<file path="src/rtl/mc_controller.sv">
// Multicycle controller: Moore main FSM, ALU decoder, condition check and
// flag register producing the datapath select lines and write strobes.
module mc_controller (
  input  logic       clk_i,
  input  logic       rst_ni,
  input  logic [3:0] cond_i,
  input  logic [1:0] op_i,
  input  logic [5:0] funct_i,
  input  logic [3:0] rd_i,
  input  logic [3:0] alu_flags_i,
  output logic       pc_write_o,
  output logic       ir_write_o,
  output logic       reg_write_o,
  output logic       mem_write_o,
  output logic       adr_src_o,
  output logic       alu_src_a_o,
  output logic [1:0] alu_src_b_o,
  output logic [1:0] result_src_o,
  output logic [1:0] reg_src_o,
  output logic [1:0] imm_src_o,
  output logic [1:0] alu_control_o
);

  typedef enum logic [3:0] {
    StFetch, StDecode, StMemAdr, StMemRd, StMemWb, StMemWr,
    StExecuteR, StExecuteI, StAluWb, StBranch, StUnknown
  } state_e;

  state_e     state_q, state_d;
  logic [3:0] flags_q, flags_d;
  logic       cond_ex_r_q;

  logic       next_pc, ir_w, reg_w, mem_w, branch, alu_op;
  logic       cond_ex, pcs, is_add, is_sub;
  logic [1:0] flag_w;
  logic       n, z, c, v;

  always_comb begin
    state_d      = state_q;
    next_pc      = 1'b0;
    ir_w         = 1'b0;
    reg_w        = 1'b0;
    mem_w        = 1'b0;
    branch       = 1'b0;
    alu_op       = 1'b0;
    adr_src_o    = 1'b0;
    alu_src_a_o  = 1'b0;
    alu_src_b_o  = 2'b00;
    result_src_o = 2'b00;
    unique case (state_q)
      StFetch: begin
        ir_w         = 1'b1;
        alu_src_a_o  = 1'b1;
        alu_src_b_o  = 2'b10;
        result_src_o = 2'b10;
        next_pc      = 1'b1;
        state_d      = StDecode;
      end
      StDecode: begin
        alu_src_a_o  = 1'b1;
        alu_src_b_o  = 2'b10;
        result_src_o = 2'b10;
        case (op_i)
          2'b01:   state_d = StMemAdr;
          2'b00:   state_d = funct_i[5] ? StExecuteI : StExecuteR;
          2'b10:   state_d = StBranch;
          default: state_d = StUnknown;
        endcase
      end
      StMemAdr: begin
        alu_src_b_o = 2'b01;
        state_d     = funct_i[0] ? StMemRd : StMemWr;
      end
      StMemRd: begin
        adr_src_o = 1'b1;
        state_d   = StMemWb;
      end
      StMemWb: begin
        result_src_o = 2'b01;
        reg_w        = 1'b1;
        state_d      = StFetch;
      end
      StMemWr: begin
        adr_src_o = 1'b1;
        mem_w     = 1'b1;
        state_d   = StFetch;
      end
      StExecuteR: begin
        alu_op  = 1'b1;
        state_d = StAluWb;
      end
      StExecuteI: begin
        alu_src_b_o = 2'b01;
        alu_op      = 1'b1;
        state_d     = StAluWb;
      end
      StAluWb: begin
        reg_w   = 1'b1;
        state_d = StFetch;
      end
      StBranch: begin
        alu_src_b_o  = 2'b01;
        result_src_o = 2'b10;
        branch       = 1'b1;
        state_d      = StFetch;
      end
      default: state_d = StFetch;
    endcase
  end

  assign is_add = (funct_i[4:1] == 4'b0100);
  assign is_sub = (funct_i[4:1] == 4'b0010);

  always_comb begin
    alu_control_o = 2'b00;
    flag_w        = 2'b00;
    if (alu_op) begin
      case (funct_i[4:1])
        4'b0100: alu_control_o = 2'b00;
        4'b0010: alu_control_o = 2'b01;
        4'b0000: alu_control_o = 2'b10;
        4'b1100: alu_control_o = 2'b11;
        default: alu_control_o = 2'b00;
      endcase
      flag_w[1] = funct_i[0];
      flag_w[0] = funct_i[0] & (is_add | is_sub);
    end
  end

  assign {n, z, c, v} = flags_q;

  always_comb begin
    case (cond_i)
      4'b0000: cond_ex = z;
      4'b0001: cond_ex = ~z;
      4'b0010: cond_ex = c;
      4'b0011: cond_ex = ~c;
      4'b0100: cond_ex = n;
      4'b0101: cond_ex = ~n;
      4'b0110: cond_ex = v;
      4'b0111: cond_ex = ~v;
      4'b1000: cond_ex = c & ~z;
      4'b1001: cond_ex = ~c | z;
      4'b1010: cond_ex = (n == v);
      4'b1011: cond_ex = (n != v);
      4'b1100: cond_ex = ~z & (n == v);
      4'b1101: cond_ex = z | (n != v);
      4'b1110: cond_ex = 1'b1;
      default: cond_ex = 1'b0;
    endcase
  end

  always_comb begin
    flags_d = flags_q;
    if (flag_w[1] & cond_ex) flags_d[3:2] = alu_flags_i[3:2];
    if (flag_w[0] & cond_ex) flags_d[1:0] = alu_flags_i[1:0];
  end

  always_ff @(posedge clk_i or negedge rst_ni) begin
    if (!rst_ni) begin
      state_q     <= StFetch;
      flags_q     <= 4'b0000;
      cond_ex_r_q <= 1'b0;
    end else begin
      state_q     <= state_d;
      flags_q     <= flags_d;
      cond_ex_r_q <= cond_ex;
    end
  end

  // Strobes are gated by reset so the FETCH state held during reset stays inert.
  assign pcs         = ((rd_i == 4'b1111) & reg_w) | branch;
  assign pc_write_o  = rst_ni & ((pcs & cond_ex_r_q) | next_pc);
  assign ir_write_o  = rst_ni & ir_w;
  assign reg_write_o = rst_ni & reg_w & cond_ex_r_q;
  assign mem_write_o = rst_ni & mem_w & cond_ex_r_q;

  assign reg_src_o = {(op_i == 2'b01), (op_i == 2'b10)};
  assign imm_src_o = op_i;

endmodule

</file>
<file path="config.mk">
export PLATFORM = sky130hd
export DESIGN_NAME = mc_controller
export DESIGN_NICKNAME = d
export VERILOG_FILES = /design/src/rtl/mc_controller.sv
export SDC_FILE = /design/constraint.sdc
export NUM_CORES = 1
export LEC_CHECK = 0
export CORE_MARGIN = 5
export CORE_UTILIZATION = 37
export CTS_CLUSTER_DIAMETER = 120
export DETAILED_ROUTE_END_ITERATION = 12
export GPL_TIMING_DRIVEN = 0
export PLACE_DENSITY = 0.81
export SLEW_MARGIN = 20
export SYNTH_ARGS = -nofsm -noshare
export SYNTH_HDL_FRONTEND = slang
export SYNTH_SLANG_ARGS = --single-unit
export TNS_END_PERCENT = 20
</file>
<file path="constraint.sdc">
create_clock -name clk_i -period 1.85 [get_ports clk_i]
set_input_delay 0.2775 -clock clk_i [delete_from_list [all_inputs] [get_ports clk_i]]
set_output_delay 0.2775 -clock clk_i [all_outputs]
set_load 0.1 [all_outputs]
</file>
==> impl_metrics.json, run 1 <==
{
  "status": "finished, violations left",
  "violations": "negative setup slack",
  "hold_end": "flags_q[2]",
  "min-delay-path-class": "flop to flop",
  "diodes": 0,
  "dpl.hpwl_mm": 1.92,
  "cts_tree": "built",
  "startpoint_type": "flop",
  "synth_area_um2": 831,
  "hold_path.startpoint": "flags_q[2]",
  "finish.utilization_pct": 72.1,
  "cap_viol_max_count": 0,
  "core_mm2": 0.00217,
  "grt_start_max_net_pins": 11,
  "clk_pin_slew_ns": 0.06,
  "num_vias": 972,
  "gr-total-overflow": 0,
  "fin_area_mm2": 0.00157,
  "timing.rr.start": "flags_q[0]",
  "synth.distinct_cells": 39,
  "synth-seq-cells": 9,
  "rrSetupSlack_ns": -0.04,
  "max_stage_delay_ns": 0.40,
  "dp.cells": 166,
  "cp_data_required_time_ns": 1.57,
  "netlist_top_cells_area": "dfrtp_1, nor3_1, nor2_1",
  "cp_num_buf_inv": 2,
  "synth_top_area_share_pct": 27.1,
  "grt_pass1_vias": 957,
  "worst_clock_skew_ns": 0.00321,
  "place_congestion": 0.798,
  "grt_pass1_wl_mm": 4.15,
  "tightest_slew_ns": 0.490,
  "powerDensity_mw_per_mm2": 1490,
  "end_kind": "primary output",
  "vdd.ir_drop.worst_v": 0.00160,
  "setup_ws_ns": -0.139,
  "worstPathCellList": "buf_6, nand2b_4, a2111oi_4, a32o_4, buf_12",
  "slew_violations": 0,
  "synth_edf_count": 0,
  "insertion_delay_ns": 0.26,
  "min_path_cells": 1,
  "post-route-period-util_pct": 108,
  "rr_endpoint": "flags_q[0]",
  "synth_area_per_cell_um2": 8.15,
  "die_w_um": 57.4,
  "rr_worst_depth": 5,
  "ios": 38,
  "rows": 17,
  "wirelength_mm": 2.66,
  "routed_via_density": 5.37,
  "crit_start": "state_q[2]",
  "finalHoldViolCount": 0,
  "final_common_cell": "clkdlybuf4s50_1",
  "path_max_fanout": 7,
  "leakage_nw": 0.668,
  "drt_iter0_drc": 23,
  "worst-endpoint-arrival_ns": 1.71,
  "slowest_stage": "a2111oi_4",
  "cts.htree.levels": 1,
  "rsz0062_at_grt": "true",
  "drtPass1Iterations": 4,
  "setup_viol": 9,
  "grt.total_usage_pct": 15.9,
  "final_cell_mix": "clkdlybuf4s50_1, buf_4, buf_6",
  "dpl-instance-area_mm2": 0.00132,
  "yosys_most_used_dff": "dfrtp_1",
  "post_drt_wl_per_cell_um": 14.7,
  "n_fill_cell": 175,
  "drive_gt1_share_pct": 46.4,
  "syn-instance-count": 102,
  "async_flop_share_pct": 100,
  "min_period_ns": 1.99,
  "numCtsBuffers": 3,
  "io_buffers": 36,
  "path_delay_family": "compound AO/OA/AOI/OAI gates",
  "cp_num_cells": 5,
  "ys_seq_area_share_pct": 27.1,
  "synth_top_area_cell": "dfrtp_1",
  "clock_sinks": 9,
  "drc": 0,
  "ant_nets": 0,
  "start_util_pct": 38.3,
  "max_slew_margin_pct": 67.4,
  "antenna_found_initial": 0,
  "clockBufferDepth": 2,
  "stdcell_count": 181,
  "die_h_um": 57.4,
  "worstSetupPathType": "flop to primary output",
  "syn_to_final_growth_pct": 88.4,
  "max_freq_ghz": 0.503,
  "cts_root_buffer": "clkbuf_4",
  "synth_nets": 124,
  "die_area_mm2": 0.00329,
  "ys.warnings.count": 0,
  "nNetsFinal": 176,
  "dp_slack_ns": -1.52
}
logic make-up after synthesis:
group / Yosys count / share of synthesized area, %
XOR/XNOR: 5 / 5.27
buffers and inverters: 11 / 7.23
multiplexers: 6 / 7.83
AO/OA/AOI/OAI: 23 / 20.9
AND/OR/NAND/NOR: 48 / 31.6
flip-flops: 9 / 27.1
flip-flops by register name, indices dropped and copies added, names as in the netlist:
| signal | cells |
|---|---|
| state_q | 4 |
| cond_ex_r_q | 1 |
| flags_q | 4 |
cells in the mapped netlist (2+ instances only):
master,count
mux2_1,2
a21oi_1,4
clkbuf_1,3
xnor2_1,3
mux2i_1,2
nand3_1,4
nor3b_1,3
and3_1,2
buf_2,3
dfrtp_1,9
buf_4,2
o21ai_0,5
a21boi_0,3
inv_1,2
o22ai_1,2
nor2_1,9
mux2_2,2
nor3_1,8
nand2_1,7
xor2_1,2
o21a_1,2
nand2b_1,4
nor2b_1,3
per-layer routing:
metal	track usage [%]	up-vias	part of all wire, %
met5	0	-	0
met4	5.96	0	1.4
met3	4.52	4	5.5
met2	28.9	34	52
met1	17.2	457	41
li1	-	477	-
report_power, final:
| part | internal (mW) | switching [mW] | total, mW |
|---|---|---|---|
| Sequential | 0.269 | 0.0990 | 0.368 |
| Combinational | 0.602 | 1.21 | 1.81 |
| Clock | 0.0798 | 0.0700 | 0.150 |
| Total | 0.951 | 1.38 | 2.33 |
worst max path at each step:
stage                             to  slack, ns
after floorplan           pc_write_o      -0.77
after global placement    pc_write_o      -1.51
after detailed placement  pc_write_o      -1.52
after CTS                 pc_write_o      -0.14
after global routing      pc_write_o      -0.22
final                     pc_write_o      -0.14
through the flow:
step	hold slack [ns]	setup TNS (ns)	power, mW
6_report	0.579	-0.497	2.33
5_1_grt	0.602	-1.38	2.44
3_3_place_gp	0.548	-14.33	1.94
3_5_place_dp	0.591	-14.90	1.98
2_1_floorplan	-0.0181	-6.71	1.62
4_1_cts	0.606	-0.735	2.21
final cells by class:
cell class	count	area, um2	share of cell area, %
flip-flops and latches	9	230	14.7
multi-input cells	82	717	45.8
well taps	28	35.0	2.24
plain buffers	9	86.3	5.52
repair buffers	47	462	29.5
inverters	2	7.51	0.480
clock inverters	1	5.00	0.320
clock buffers	3	22.5	1.44
what timing repair did:
action,in CTS,in global routing
gates resized for setup,113,27
pin swaps,2,8
endpoints found under the hold margin,9,0
buffers inserted,0,8
endpoints found under the setup margin,20,15
hold buffers,1,0
gates cloned,0,2
(Power assumes the default switching activity.)
==> run 2, diff against run 1 <==
--- a/config.mk
+++ b/config.mk
@@ -5,6 +5,7 @@
 export SDC_FILE = /design/constraint.sdc
 export NUM_CORES = 1
 export LEC_CHECK = 0
+export ABC_CLOCK_PERIOD_IN_PS = 1850
 export CORE_MARGIN = 5
 export CORE_UTILIZATION = 37
 export CTS_CLUSTER_DIAMETER = 120
==> results of run 2 <==
The final DEF is identical to that of run 1; final timing and power are the same.
